**src/rtl/memory_port_arbiter.sv**
```systemverilog
// Arbiter sharing one single-ported memory between instruction fetch and data access.
// Data has priority; fetch is granted after STARVE_LIMIT consecutive data grants.
module memory_port_arbiter #(
  parameter int WORD_SIZE    = 16,
  parameter int STARVE_LIMIT = 4
) (
  input  logic                 clk,
  input  logic                 reset,
  input  logic                 i_req,
  input  logic [WORD_SIZE-1:0] i_addr,
  input  logic                 d_read,
  input  logic                 d_write,
  input  logic [WORD_SIZE-1:0] d_addr,
  input  logic [WORD_SIZE-1:0] d_wdata,
  output logic                 i_done,
  output logic                 d_done,
  output logic [WORD_SIZE-1:0] i_rdata,
  output logic [WORD_SIZE-1:0] d_rdata,
  output logic                 stall_IF,
  output logic                 stall_MEM,
  output logic                 mem_req,
  output logic                 mem_we,
  output logic [WORD_SIZE-1:0] mem_addr,
  output logic [WORD_SIZE-1:0] mem_wdata,
  input  logic                 mem_ack,
  input  logic [WORD_SIZE-1:0] mem_rdata
);

  typedef enum logic [1:0] {
    IDLE   = 2'b00,
    I_BUSY = 2'b01,
    D_BUSY = 2'b10
  } state_e;

  localparam logic [3:0] LIMIT = 4'(STARVE_LIMIT);

  state_e               state_q, state_d;
  logic [3:0]           streak_q, streak_d;
  logic                 req_q, req_d;
  logic                 we_q, we_d;
  logic [WORD_SIZE-1:0] addr_q, addr_d;
  logic [WORD_SIZE-1:0] wdata_q, wdata_d;

  logic d_req_s;
  logic starve_s;
  logic grant_d_s;
  logic grant_i_s;

  // Grant decision, only meaningful while idle
  always_comb begin
    d_req_s   = d_read | d_write;
    starve_s  = i_req & (streak_q == LIMIT);
    grant_d_s = 1'b0;
    grant_i_s = 1'b0;
    if (state_q == IDLE) begin
      grant_d_s = d_req_s & ~starve_s;
      grant_i_s = ~grant_d_s & i_req;
    end else begin
      grant_d_s = 1'b0;
      grant_i_s = 1'b0;
    end
  end

  // Next-state, streak counter and transaction latch
  always_comb begin
    state_d  = state_q;
    streak_d = streak_q;
    req_d    = req_q;
    we_d     = we_q;
    addr_d   = addr_q;
    wdata_d  = wdata_q;
    case (state_q)
      IDLE: begin
        if (grant_d_s) begin
          state_d = D_BUSY;
          req_d   = 1'b1;
          we_d    = d_write;
          addr_d  = d_addr;
          wdata_d = d_wdata;
          if (i_req) begin
            streak_d = (streak_q == 4'hF) ? 4'hF : streak_q + 4'd1;
          end else begin
            streak_d = 4'd0;
          end
        end else if (grant_i_s) begin
          state_d  = I_BUSY;
          req_d    = 1'b1;
          we_d     = 1'b0;
          addr_d   = i_addr;
          streak_d = 4'd0;
        end else begin
          state_d = IDLE;
          req_d   = 1'b0;
        end
      end
      I_BUSY, D_BUSY: begin
        // Requester-side changes are ignored here; the latch only moves on a grant
        if (mem_ack) begin
          state_d = IDLE;
          req_d   = 1'b0;
        end else begin
          state_d = state_q;
          req_d   = 1'b1;
        end
      end
      default: begin
        state_d = IDLE;
        req_d   = 1'b0;
      end
    endcase
  end

  // State register with synchronous reset taking priority
  always_ff @(posedge clk) begin
    if (reset) begin
      state_q  <= IDLE;
      streak_q <= 4'd0;
      req_q    <= 1'b0;
      we_q     <= 1'b0;
      addr_q   <= '0;
      wdata_q  <= '0;
    end else begin
      state_q  <= state_d;
      streak_q <= streak_d;
      req_q    <= req_d;
      we_q     <= we_d;
      addr_q   <= addr_d;
      wdata_q  <= wdata_d;
    end
  end

  assign mem_req   = req_q;
  assign mem_we    = we_q;
  assign mem_addr  = addr_q;
  assign mem_wdata = wdata_q;

  assign i_done    = (state_q == I_BUSY) & mem_ack;
  assign d_done    = (state_q == D_BUSY) & mem_ack;
  assign i_rdata   = mem_rdata;
  assign d_rdata   = mem_rdata;

  assign stall_IF  = i_req & ~i_done;
  assign stall_MEM = d_req_s & ~d_done;

endmodule

```
**config.mk**
```make
export PLATFORM = sky130hd
export DESIGN_NAME = memory_port_arbiter
export DESIGN_NICKNAME = d
export VERILOG_FILES = /design/src/rtl/memory_port_arbiter.sv
export SDC_FILE = /design/constraint.sdc
export NUM_CORES = 1
export LEC_CHECK = 0
export BUFFER_PORTS_ARGS = -buffer_cell sky130_fd_sc_hd__buf_2
export CAP_MARGIN = 20
export CORE_MARGIN = 5
export CORE_UTILIZATION = 30
export CTS_CLUSTER_SIZE = 14
export DETAILED_ROUTE_END_ITERATION = 16
export GPL_TIMING_DRIVEN = 1
export PLACE_DENSITY = 0.55
export SYNTH_ARGS = -nofsm -noshare
export SYNTH_HDL_FRONTEND = slang
export SYNTH_SLANG_ARGS = --single-unit
```
**constraint.sdc**
```tcl
create_clock -name clk -period 2.2 [get_ports clk]
set_clock_uncertainty 0.2 [all_clocks]
set_input_delay 0 -clock clk [delete_from_list [all_inputs] [get_ports clk]]
set_output_delay 0 -clock clk [all_outputs]
set_load 0.1 [all_outputs]
```
==> impl_metrics.ini <==
[yosys]
yosysTopAreaCell = dfxtp_1
synth.area.mux_share = 0.130
yosys.cell_count.top_type = dfxtp_1
netlist_area_um2 = 2470
synth_top_area_frac = 0.324
yosys_register_bits = 40
synthXorXnorAreaFrac = 0
synth_edf_count = 0
yosysSeqAreaShare = 0.324
synthArstFlopShare = 0
syn_nets = 333
synth_fa_ha_area_frac = 0.0304
synth_area_leaders = dfxtp_1 32%, mux2i_1 13%, buf_4 9.7%
yosys.area_share.simple = 0.231
synth-warning-count = 0
synth_top_family_by_area = simple AND/OR/NAND/NOR gates
ys.flop_type = dfxtp_1
synth-compound-area-share = 0.124
syn_avg_cell_area_um2 = 9.62
synth_common_cells = 40 x dfxtp_1, 33 x nand2b_1, 32 x buf_4, 32 x mux2i_1, 20 x nor2b_1
synth_cells = 257
yosysUniqueCellTypes = 34

[worst_setup_path]
crit_required_ns = 2.22
crit_arrival_ns = 1.85
reg2reg_slack_ns = 0.37
end_kind = register
worstReg2RegStart = streak_q[0]$_SDFFE_PP0P_
start_kind = register
critPathMaxFanout = 14
worst_r2r_path_depth = 6
crit_start = streak_q[0]$_SDFFE_PP0P_
timing.rr.end = mem_wdata[14]$_SDFFE_PP0P_
worstSetupPathType = register to register

[detailed_routing]
first_pass_iters = 4
wire_per_inst_um = 13.4
drc_errors = 0
viasPerCell = 4.45
wirelength_um = 6720
num_vias = 2226
drtIter0Drc = 81
ant_nets = 0

[floorplan]
start_util = 0.304
dieHeight_um = 101
pin_count = 140
core_area_um2 = 8130
die_area_um2 = 10200
core.rowCount = 33
die_width_um = 101

[place]
io_buffers = 91
placed_area_um2 = 2790
hpwl_um = 4210
gp_congestion = 0.791

[power_and_ir_drop]
peakVddDrop_uv = 315
internal_power_mw = 1.54
leakagePower_nw = 1.79
power.switching_mw = 1.30
power_mw = 2.83
p_seq_frac = 0.294
clock_power_share = 0.226
combPwrFrac = 0.480
switching_share = 0.458
p_per_area_nw_per_um2 = 725

[layout]
diodes = 0
drive_above_1_share = 0.365
syn2layout_area_growth_pct = 58.1
final_cell_area_um2 = 3910
nets = 470

[clock_tree]
cts_tree = done
clkLatencyLatePin_ns = 0.29
clkTransAtPathRegs_ns = 0.09
clock_sinks = 40
cts-htree-levels = 2
clk_path_buf_depth = 2
post_cts_buffers = 0
cts_buffers = 5
root_buffer = clkbuf_8

[sta]
relSlewSlack = 0.458
slew_viol_final = 0
tns_ns = 0
min_period_ns = 1.83
setup_viol = 0
worst_slew_pin_slew_ns = 0.805
fmax_mhz = 545
hold_violations = 0
fin_crit_sh = 0.834
rsz0062_at_grt = no

[outcome]
status = completed

[global_routing]
antenna_found_initial = 0
first_global_vias = 2300
grt_pass1_wl_um = 10800
grt-ovfl-total = 0
grt_usage = 0.129
grt_max_degree = 28

[job]
cap_violations = 0

[worst_hold_path]
hold_depth = 2
holdPathEnd = mem_addr[11]$_SDFFE_PP0P_
worstHoldStart = reset
hold_path_class = input pin to register
==> flip-flops by register name, indices dropped and copies added, names as in the netlist <==
| name | count |
|---|---|
| mem_addr | 16 |
| streak_q | 4 |
| mem_req | 1 |
| mem_wdata | 16 |
| state_q | 2 |
| mem_we | 1 |
==> power groups by stage <==
stage	sequential, mW	clock, mW	combinational (mW)
after floorplan	1.32	0	0.605
after global placement	0.848	0	0.964
after detailed placement	0.849	0	0.968
after CTS	0.833	0.667	1.37
after global routing	0.842	0.690	1.42
final	0.832	0.642	1.36
==> layout by cell type (no fill, tap or decap), types with 7 or more instances in the layout <==
cell and count:
buf_4 8, nand2b_1 33, mux2i_1 32, buf_2 90
dlygate4sd3_1 68, o31ai_2 13, nand2_1 7, buf_12 18
dfxtp_1 40, nand4_1 18, nor2b_1 18
==> critical path, stage by stage (launching register included) <==
cell and delay [ns]:
dfxtp_1 0.42, inv_1 0.07, ha_1 0.23, nand4b_4 0.09
and3_4 0.36, buf_12 0.19, mux2i_1 0.19
==> worst max-delay path by stage <==
| stage | depth (start not counted) | slack [ns] | end |
|---|---|---|---|
| 2_1_floorplan | 4 | 0.26 | stall_MEM |
| 3_3_place_gp | 6 | 0.39 | mem_addr[6]$_SDFFE_PP0P_ |
| 3_5_place_dp | 6 | 0.37 | mem_addr[2]$_SDFFE_PP0P_ |
| 4_1_cts | 6 | 0.34 | mem_wdata[14]$_SDFFE_PP0P_ |
| 5_1_grt | 6 | 0.24 | mem_wdata[13]$_SDFFE_PP0P_ |
| 6_report | 6 | 0.37 | mem_wdata[14]$_SDFFE_PP0P_ |
==> metal layers <==
layer  vias to the layer above  global-route usage  share of wire
li1                       1134                   -              -
met3                         8              0.0353          0.079
met2                        85               0.226           0.50
met4                         0              0.0415          0.015
met1                       999               0.153           0.41
met5                         -                   0              0
==> area by class of cell <==
type                       count  area (um2)
clock buffer                   6        82.6
clock inverter                 2        38.8
fill                         715        4220
inverter                       4        15.0
multi-input combinational    159        1290
sequential                    40         801
tap                          105         131
timing repair buffer         184        1550
==> what timing repair did <==
item	in CTS	in global routing
gates resized for setup	0	0
hold buffers	84	0
hold endpoints to repair	71	0
setup endpoints to repair	0	0
==> stage by stage <==
stage	instances	hold slack, ns	util	setup WS, ns
global route	500	0.116	0.481	0.242
detailed placement	408	-0.199	0.343	0.365
floorplan	257	-0.0452	-	0.259
global placement	408	-0.199	0.343	0.392
CTS	500	0.0855	0.481	0.344
finish	500	0.101	0.481	0.366
==> cells by family (layout without fill, tap and decap cells) <==
group / count (synthesis) / in the layout
mux: 32 / 32
flops: 40 / 40
buf+inv: 58 / 196
compound gates: 30 / 30
simple gates: 91 / 91
fa+ha+maj: 6 / 6
Power figures use the tool's default switching activity.
